### src/rtl/stroke_painter.sv
// Square-brush rasterizer and full-screen clear engine feeding the framebuffer write port.
// Each pixel is one valid/ready write (fb_addr_out = y*H_RES + x); a stroke or clear ends with a one-cycle stroke_done_out.
module stroke_painter #(
    parameter int H_RES  = 640,
    parameter int V_RES  = 360,
    parameter int ADDR_W = 18
) (
    input  logic              clk_in,
    input  logic              rst_in,
    input  logic [9:0]        cursor_loc_x,
    input  logic [8:0]        cursor_loc_y,
    input  logic [3:0]        cursor_color,
    input  logic [2:0]        stroke_width,
    input  logic              pen_down_in,
    input  logic              clear_in,
    output logic [ADDR_W-1:0] fb_addr_out,
    output logic [3:0]        fb_data_out,
    output logic              fb_valid_out,
    input  logic              fb_ready_in,
    output logic              busy_out,
    output logic              stroke_done_out
);

    localparam logic [1:0] S_IDLE  = 2'd0;
    localparam logic [1:0] S_PAINT = 2'd1;
    localparam logic [1:0] S_CLEAR = 2'd2;

    localparam logic [9:0]        X_MAX     = 10'(H_RES - 1);
    localparam logic [8:0]        Y_MAX     = 9'(V_RES - 1);
    localparam logic [ADDR_W-1:0] ROW_STEP  = ADDR_W'(H_RES);
    localparam logic [ADDR_W-1:0] LAST_ADDR = ADDR_W'(H_RES * V_RES - 1);

    logic [1:0]        state;
    logic [9:0]        snap_x;
    logic [8:0]        snap_y;
    logic [3:0]        snap_color;
    logic [2:0]        snap_w;
    logic              snap_valid;
    logic              clear_pending;
    logic [9:0]        box_x0;
    logic [9:0]        box_x1;
    logic [8:0]        box_y1;
    logic [9:0]        cur_x;
    logic [8:0]        cur_y;
    logic [ADDR_W-1:0] row_base;

    logic [9:0]        clamp_x, wide_x, sum_x, lo_x, hi_x;
    logic [8:0]        clamp_y, wide_y, sum_y, lo_y, hi_y;
    logic [ADDR_W-1:0] start_base;
    logic              trigger;
    logic              accept;

    // Clipping compares before subtracting so a brush near the top/left edge never wraps.
    always_comb begin
        clamp_x    = (cursor_loc_x > X_MAX) ? X_MAX : cursor_loc_x;
        clamp_y    = (cursor_loc_y > Y_MAX) ? Y_MAX : cursor_loc_y;
        wide_x     = {7'd0, stroke_width};
        wide_y     = {6'd0, stroke_width};
        lo_x       = (clamp_x >= wide_x) ? (clamp_x - wide_x) : '0;
        lo_y       = (clamp_y >= wide_y) ? (clamp_y - wide_y) : '0;
        sum_x      = clamp_x + wide_x;
        sum_y      = clamp_y + wide_y;
        hi_x       = (sum_x > X_MAX) ? X_MAX : sum_x;
        hi_y       = (sum_y > Y_MAX) ? Y_MAX : sum_y;
        start_base = ADDR_W'(lo_y) * ROW_STEP;
        trigger    = pen_down_in && (!snap_valid ||
                     (cursor_loc_x != snap_x) || (cursor_loc_y != snap_y) ||
                     (cursor_color != snap_color) || (stroke_width != snap_w));
        accept     = fb_valid_out && fb_ready_in;
    end

    // Write port: a beat transfers on a cycle where fb_valid_out && fb_ready_in; while
    // fb_valid_out is high and fb_ready_in is low, address and data hold unchanged.
    always_ff @(posedge clk_in) begin
        if (!rst_in) begin
            state           <= S_IDLE;
            snap_x          <= '0;
            snap_y          <= '0;
            snap_color      <= '0;
            snap_w          <= '0;
            snap_valid      <= 1'b0;
            clear_pending   <= 1'b0;
            box_x0          <= '0;
            box_x1          <= '0;
            box_y1          <= '0;
            cur_x           <= '0;
            cur_y           <= '0;
            row_base        <= '0;
            fb_addr_out     <= '0;
            fb_data_out     <= '0;
            fb_valid_out    <= 1'b0;
            busy_out        <= 1'b0;
            stroke_done_out <= 1'b0;
        end else begin
            stroke_done_out <= 1'b0;
            if (clear_in) clear_pending <= 1'b1;
            if (!pen_down_in) snap_valid <= 1'b0;

            case (state)
                S_IDLE: begin
                    if (clear_pending) begin
                        clear_pending <= clear_in;
                        fb_addr_out   <= '0;
                        fb_data_out   <= '0;
                        fb_valid_out  <= 1'b1;
                        busy_out      <= 1'b1;
                        state         <= S_CLEAR;
                    end else if (trigger) begin
                        snap_x       <= cursor_loc_x;
                        snap_y       <= cursor_loc_y;
                        snap_color   <= cursor_color;
                        snap_w       <= stroke_width;
                        snap_valid   <= 1'b1;
                        box_x0       <= lo_x;
                        box_x1       <= hi_x;
                        box_y1       <= hi_y;
                        cur_x        <= lo_x;
                        cur_y        <= lo_y;
                        row_base     <= start_base;
                        fb_addr_out  <= start_base + ADDR_W'(lo_x);
                        fb_data_out  <= cursor_color;
                        fb_valid_out <= 1'b1;
                        busy_out     <= 1'b1;
                        state        <= S_PAINT;
                    end
                end

                S_PAINT: begin
                    if (accept) begin
                        if (cur_x == box_x1) begin
                            if (cur_y == box_y1) begin
                                fb_valid_out    <= 1'b0;
                                busy_out        <= 1'b0;
                                stroke_done_out <= 1'b1;
                                state           <= S_IDLE;
                            end else begin
                                cur_y       <= cur_y + 9'd1;
                                cur_x       <= box_x0;
                                row_base    <= row_base + ROW_STEP;
                                fb_addr_out <= row_base + ROW_STEP + ADDR_W'(box_x0);
                            end
                        end else begin
                            cur_x       <= cur_x + 10'd1;
                            fb_addr_out <= row_base + ADDR_W'(cur_x + 10'd1);
                        end
                    end
                end

                S_CLEAR: begin
                    if (accept) begin
                        if (fb_addr_out == LAST_ADDR) begin
                            // Forget the snapshot so a held pen repaints over the cleared screen.
                            snap_valid      <= 1'b0;
                            fb_valid_out    <= 1'b0;
                            busy_out        <= 1'b0;
                            stroke_done_out <= 1'b1;
                            state           <= S_IDLE;
                        end else begin
                            fb_addr_out <= fb_addr_out + ADDR_W'(1);
                        end
                    end
                end

                default: state <= S_IDLE;
            endcase
        end
    end

endmodule

### config.mk
export PLATFORM = sky130hd
export DESIGN_NAME = stroke_painter
export DESIGN_NICKNAME = d
export VERILOG_FILES = /design/src/rtl/stroke_painter.sv
export SDC_FILE = /design/constraint.sdc
export NUM_CORES = 1
export LEC_CHECK = 0
export BUFFER_PORTS_ARGS = -buffer_cell sky130_fd_sc_hd__buf_2
export CAP_MARGIN = 0
export CORE_UTILIZATION = 45
export DETAILED_ROUTE_END_ITERATION = 10
export HOLD_SLACK_MARGIN = 0.08
export PLACE_DENSITY = 0.68
export SLEW_MARGIN = 20
export SYNTH_ARGS = -nofsm -noshare
export SYNTH_HDL_FRONTEND = slang
export SYNTH_SLANG_ARGS = --single-unit
### constraint.sdc
create_clock -name clk_in -period 10.1 [get_ports clk_in]
set_input_delay 0.505 -clock clk_in [delete_from_list [all_inputs] [get_ports clk_in]]
set_output_delay 0.505 -clock clk_in [all_outputs]
set_load 0.01 [all_outputs]
==> flow_metrics.tcl, run 1 <==
set metrics [dict create \
    grt_antenna_before_repair 1 \
    drcViolationCount 0 \
    cts_num_sinks 113 \
    routabilityCongestion 0.8736 \
    grt_pass1_vias 7380 \
    crit_chain "buf_2 -> o211a_1 -> o21ai_2 -> nand2b_1 -> ha_1 -> nor2b_1 -> nor4_1 -> o21ai_0 -> nor3_1 -> buf_4 -> or2_2 -> inv_1 -> ha_1 -> ha_1 -> fa_1 -> xor2_1 -> nand2_1 -> or4_1 -> xnor2_1 -> o22ai_1 -> a31oi_1 -> a21oi_1" \
    max_stage_delay_ns 0.54 \
    ios 56 \
    intPower_w 0.001398 \
    die_h_um 140.9 \
    post_cts_buffers 0 \
    ctsHoldBuffers 0 \
    post-dp-hpwl_um 16600 \
    path_delay_family "simple AND/OR/NAND/NOR gates" \
    power_per_cell_area_nw_per_um2 247.8 \
    cp_max_fo 15 \
    seq_power_share_pct 30.3 \
    ys.flop_type "dfxtp_1" \
    holdWs_ns 0.2876 \
    viasPerCell 5.784 \
    netlist_instances 1094 \
    fin_crit_sh_pct 53.10 \
    finalNetCount 1187 \
    htreeDepth 4 \
    num_vias 7965 \
    fin_tns_setup_ns 0 \
    track_usage_pct 24.04 \
    critical_path_buf_inv_count 3 \
    timing.critical_path.mode_cell "ha_1" \
    cellLeakagePower_nw 3.855 \
    hold_path_class "input port to flop" \
    grt_first_pass_wirelength_um 37690 \
    first_pass_iters 5 \
    yosysMostFrequentCell "nor2_1" \
    path_class "input port to flop" \
    overflow 0 \
    ys_top_cells_by_area "dfxtp_1 (26%), xnor2_1 (7.3%), ha_1 (6.6%)" \
    synth.largest_area_cell "dfxtp_1" \
    drive_gt1_share_pct 11.46 \
    async_reset_ff_share_pct 0 \
    cp.required_ns 10.40 \
    area_growth_pct 11.07 \
    port_buffers 55 \
    drv_cap 0 \
    clk_latency_ns 0.43 \
    rsz0062_at_grt "no" \
    peakVddDrop_v 0.0001438 \
    drt_iter0_drc 674 \
    synth-seq-area-share_pct 26.06 \
    cts_buffers 17 \
    max_freq_mhz 186.4 \
    crit_path_end_kind "flop" \
    ant_nets 0 \
    fin_crit_ns 5.363 \
    grt_max_degree 70 \
    num_antenna_cells 0 \
    netlist.area_leader.share_pct 26.06 \
    synth_fp_nets 1177 \
    coreArea_um2 18830 \
    initial_core_util_pct 46.11 \
    wl_um 23120 \
    syn_area_um2 8682 \
    cp-start-kind "input port" \
    yosys_warnings 0 \
    swShare_pct 41.49 \
    postSynthAreaPerCell_um2 7.936 \
    worst_pin_slew_ns 1.049 \
    pwr-share-clk_pct 26.5 \
    synth_cell_types 84 \
    setup_viol 0 \
    slew_viol_final 0 \
    slowest_stage "or4_1" \
    finalClockSkew_ns 0.01142 \
    status "finished, final reports clean" \
    wl_per_cell_um 16.79 \
    cts.clk_slew.worst_paths_ns 0.06 \
    p_sw_w 0.0009914 \
    synth_edf_count 0 \
    dieArea_um2 19850 \
    cts_root_buf "clkbuf_16" \
    p_comb_share_pct 43.2 \
    hold_viol 0 \
    die_width_um 140.9 \
    slew_headroom_pct 30.04 \
    post_cts_resized 0 \
    rows 50 \
    cts_tree "built" \
    clockBufferDepth 2 \
    ys_ff_latch 113 \
    cp.arrival_ns 5.66 \
    synth.top_cells.by_count "nor2_1 (138), dfxtp_1 (113), nand2_1 (74)" \
]
## sequential cells by signal (all words and copies together), names as in the netlist
register / count
box_x0: 10
box_x1: 10
box_y1: 9
busy_out: 1
clear_pending: 1
cur_x: 10
cur_y: 9
fb_addr_out: 18
fb_data_out: 4
row_base: 11
snap_color: 4
snap_valid: 1
snap_w: 3
snap_x: 10
snap_y: 9
state: 2
stroke_done_out: 1
## layout make-up
class | instances | area, um2
Clock buffer | 20 | 466.7
Clock inverter | 12 | 157.7
Fill cell | 1864 | 9188
Inverter | 37 | 138.9
Multi-Input combinational cell | 871 | 5949
Sequential cell | 113 | 2262
Tap cell | 260 | 325.3
Timing Repair Buffer | 64 | 342.8
## kinds of logic (layout without fill, tap and decap cells)
| logic type | after synthesis | count (layout) | share of synthesized area (%) |
|---|---|---|---|
| simple gates | 368 | 368 | 20.77 |
| compound gates | 279 | 279 | 21.34 |
| xor+xnor | 119 | 119 | 12.26 |
| flops | 113 | 113 | 26.06 |
| buf+inv | 110 | 133 | 5.419 |
| fa+ha+maj | 53 | 53 | 8.142 |
| mux | 52 | 52 | 6.010 |
## placed cells by master (no fill, tap or decap), types with 5 or more instances in the layout
master / instances
buf_2: 55
clkbuf_16: 17
a22o_1: 5
xor2_1: 45
a31oi_1: 9
and3_1: 7
o21ai_0: 64
a22oi_1: 17
o32ai_1: 6
nor4_1: 8
nand4_1: 21
inv_1: 34
a21o_1: 11
a21oi_1: 65
fa_1: 6
o211ai_1: 7
o22ai_1: 13
and2_1: 6
buf_4: 9
nor2_1: 138
nor3_1: 22
o21a_1: 6
or2_2: 7
xnor2_1: 72
nand3_1: 28
nand2b_1: 19
dfxtp_1: 113
or3_1: 12
nor2b_1: 6
nand2_1: 74
a211oi_1: 26
mux2i_1: 51
ha_1: 46
## stage by stage
step           setup WS [ns]  total power, W  std cells  util (%)  instance area, um2
6_report               4.737        0.002389       1377     51.21                9643
5_1_grt                4.432        0.002549       1377     51.21                9643
4_1_cts                4.834        0.002388       1377     51.21                9643
3_5_place_dp           4.398        0.001743       1345     47.89                9019
3_3_place_gp           4.551        0.001728       1345     47.89                9019
2_1_floorplan          4.973        0.001500       1094         -                8682
## path summary, 6_finish.rpt
kind,startpoint,to,slack [ns],cells past startpoint
worst max register to register,snap_y[4]$_SDFFE_PN0P_,cur_y[0]$_SDFFE_PN0P_,6.76,8
worst min register to register,box_y1[7]$_SDFFE_PN0P_,box_y1[7]$_SDFFE_PN0P_,0.47,2
worst min-delay path,clear_in,clear_pending$_SDFF_PN0_,0.29,3
worst max-delay path,cursor_loc_y[4],fb_addr_out[15]$_SDFFE_PN0P_,4.74,22
## per-layer routing
layer	global-route usage, %	part of all wire [%]	routed length, um
met3	5.061	5.6	1295
met2	38.81	46	10630
met5	0	0.065	15
met4	7.094	1.6	360
met1	32.18	47	10810
## power by group through the flow
stage	clock (W)	sequential, W	combinational [W]
after global placement	0	0.000726	0.00100
final	0.000633	0.000723	0.00103
after CTS	0.000641	0.000721	0.00102
after global routing	0.000661	0.000743	0.00115
after floorplan	0	0.000673	0.000827
after detailed placement	0	0.000730	0.00101
## worst register-to-register path, stage by stage (launching register included)
cell and delay, ns:
dfxtp_1 0.35, xor2_1 0.35, nor3_1 0.22, a311oi_4 0.31, buf_4 0.50, o21a_1 0.93, o21ai_0 0.28, o21ai_0 0.21
and2_1 0.13
Power figures use the tool's default switching activity.
==> run 2: changes to the inputs <==
- clock period: 10.1 -> 5.41 ns (I/O delays scaled with it)
==> run 2 against run 1 <==
Non-clock buffer count rose by 5. Worst hold slack got worse by 0.16 ns. Sequential power up 87%. Wire length shrank 1.5%. Global-route usage decreased by 0.31 points. First-iteration DRC count down 13%. Critical endpoint is now fb_addr_out[17]$_SDFFE_PN0P_. Largest cell class unchanged.
==> flow_metrics.tcl, run 2 (same netlist as run 1, synthesis figures left out) <==
set metrics [dict create \
    post_cts_buffers 0 \
    cellLeakagePower_nw 3.896 \
    rows 50 \
    reg_top3 "fb_addr_out: 18 flops, row_base: 11 flops" \
    hold_viol 0 \
    viasPerCell 5.667 \
    num_antenna_cells 0 \
    cts_root_buf "clkbuf_16" \
    cp_max_fo 11 \
    cts_num_sinks 113 \
    port_buffers 55 \
    seq_power_share_pct 29.7 \
    slew_viol_final 0 \
    post-dp-hpwl_um 16520 \
    pwr-share-clk_pct 27.9 \
    swShare_pct 40.42 \
    cp-start-kind "input port" \
    coreArea_um2 18830 \
    p_comb_share_pct 42.4 \
    regMostFlops "fb_addr_out" \
    slew_headroom_pct 31.06 \
    final.fill_count 1830 \
    die_h_um 140.9 \
    finalClockSkew_ns 0.009750 \
    routabilityCongestion 0.9013 \
    hold_path_class "input port to flop" \
    ant_nets 0 \
    overflow 0 \
    grt_pass1_vias 7256 \
    peakVddDrop_v 0.0002725 \
    status "finished, final reports clean" \
    drt_iter0_drc 587 \
    track_usage_pct 23.73 \
    setup_viol 0 \
    wl_um 22770 \
    drive_gt1_share_pct 11.59 \
    largest_reg_flops 18 \
    first_pass_iters 7 \
    fin_crit_ns 4.952 \
    holdWs_ns 0.1270 \
    die_width_um 140.9 \
    power_per_cell_area_nw_per_um2 467.1 \
    clk_latency_ns 0.43 \
    power_w 0.004537 \
    cts_buffers 17 \
    finalNetCount 1192 \
    fin_crit_sh_pct 91.53 \
    htreeDepth 4 \
    cts.clk_slew.worst_paths_ns 0.06 \
    area_growth_pct 11.87 \
    path_class "input port to flop" \
    crit_path_end_kind "flop" \
    wl_per_cell_um 16.48 \
    fin_tns_setup_ns 0 \
    drcViolationCount 0 \
    rsz0062_at_grt "no" \
    worst_pin_slew_ns 1.034 \
    cp.required_ns 5.76 \
    intPower_w 0.002703 \
    drv_cap 0 \
    p_sw_w 0.001834 \
    final_common_cell "nor2_1" \
    grt_first_pass_wirelength_um 37430 \
    grt_max_degree 53 \
    clockBufferDepth 2 \
    initial_core_util_pct 46.11 \
    num_vias 7832 \
    cts_tree "built" \
    rrSetupSlack_ns 2.27 \
    post_cts_resized 0 \
    cp.arrival_ns 5.30 \
    grt_antenna_before_repair 0 \
    dieArea_um2 19850 \
    ios 56 \
    max_freq_mhz 202.0 \
    mostFrequentLayoutCells "nor2_1 (138), dfxtp_1 (113), nand2_1 (74)" \
]
run 2: cell count changes in the layout (fill, tap and decap cells not counted), moves of 2 or more:
cell,previous run,this run
buf_4,9,13
clkbuf_1,0,2
clkinv_4,4,0
bufinv_16,3,5
run 2: worst paths after layout:
check	from	end	depth (start not counted)
max	cursor_loc_y[3]	fb_addr_out[17]$_SDFFE_PN0P_	22
min reg2reg	box_y1[7]$_SDFFE_PN0P_	box_y1[7]$_SDFFE_PN0P_	2
min	cursor_loc_y[1]	snap_y[1]$_SDFFE_PN0P_	3
max reg2reg	cur_x[6]$_SDFFE_PN0P_	cur_y[0]$_SDFFE_PN0P_	8
run 2: power groups by stage:
stage	Combinational [W]	Sequential, W	Clock, W
6_report	0.00192	0.00135	0.00127
5_1_grt	0.00214	0.00139	0.00131
4_1_cts	0.00191	0.00134	0.00128
3_5_place_dp	0.00189	0.00136	0
3_3_place_gp	0.00187	0.00135	0
2_1_floorplan	0.00154	0.00126	0
run 2: per-stage QoR:
stage	instance area, um2	std cells	setup WS, ns	utilization [%]
finish	9713	1382	0.4583	51.58
CTS	9713	1382	0.5087	51.58
floorplan	8682	1094	0.5174	-
global route	9713	1382	0.1091	51.58
global placement	9049	1349	0.3306	48.05
detailed placement	9049	1349	0.1095	48.05
run 2: timing repair:
action / 4_1_cts / 5_1_grt
setup endpoints to repair: 0 / 0
hold buffers: 1 / 0
endpoints found under the hold margin: 1 / 0
run 2: worst max-delay path, stage by stage:
cell and delay [ns]:
buf_2 0.11, o211a_1 0.23, o21ai_2 0.18, nand2b_1 0.14
ha_1 0.43, nor2b_1 0.14, nor4_1 0.37, o21ai_0 0.24
nor3_1 0.19, buf_4 0.20, or2_2 0.16, inv_1 0.07
ha_1 0.30, ha_1 0.24, fa_1 0.42, xor2_1 0.34
nand2_1 0.12, or4_1 0.54, nor3_2 0.22, xnor2_1 0.16
nand4_1 0.12, o211ai_1 0.13
run 2: routing by layer:
metal | part of all wire [%] | vias to the layer above | GRT usage [%]
met5 | 0 | - | 0
met4 | 0.93 | 0 | 6.007
met3 | 4.9 | 20 | 4.450
met2 | 46 | 217 | 38.78
met1 | 48 | 3656 | 32.06
li1 | - | 3939 | -
run 2: cell type report:
cell class                 count  area, um2  share of cell area, %
clock buffer                  22      474.2                  4.882
clock inverter                10      180.2                  1.855
inverter                      37      138.9                  1.430
multi-input combinational    871       5949                  61.25
sequential                   113       2262                  23.29
tap                          260      325.3                  3.349
timing repair buffer          69      382.9                  3.942
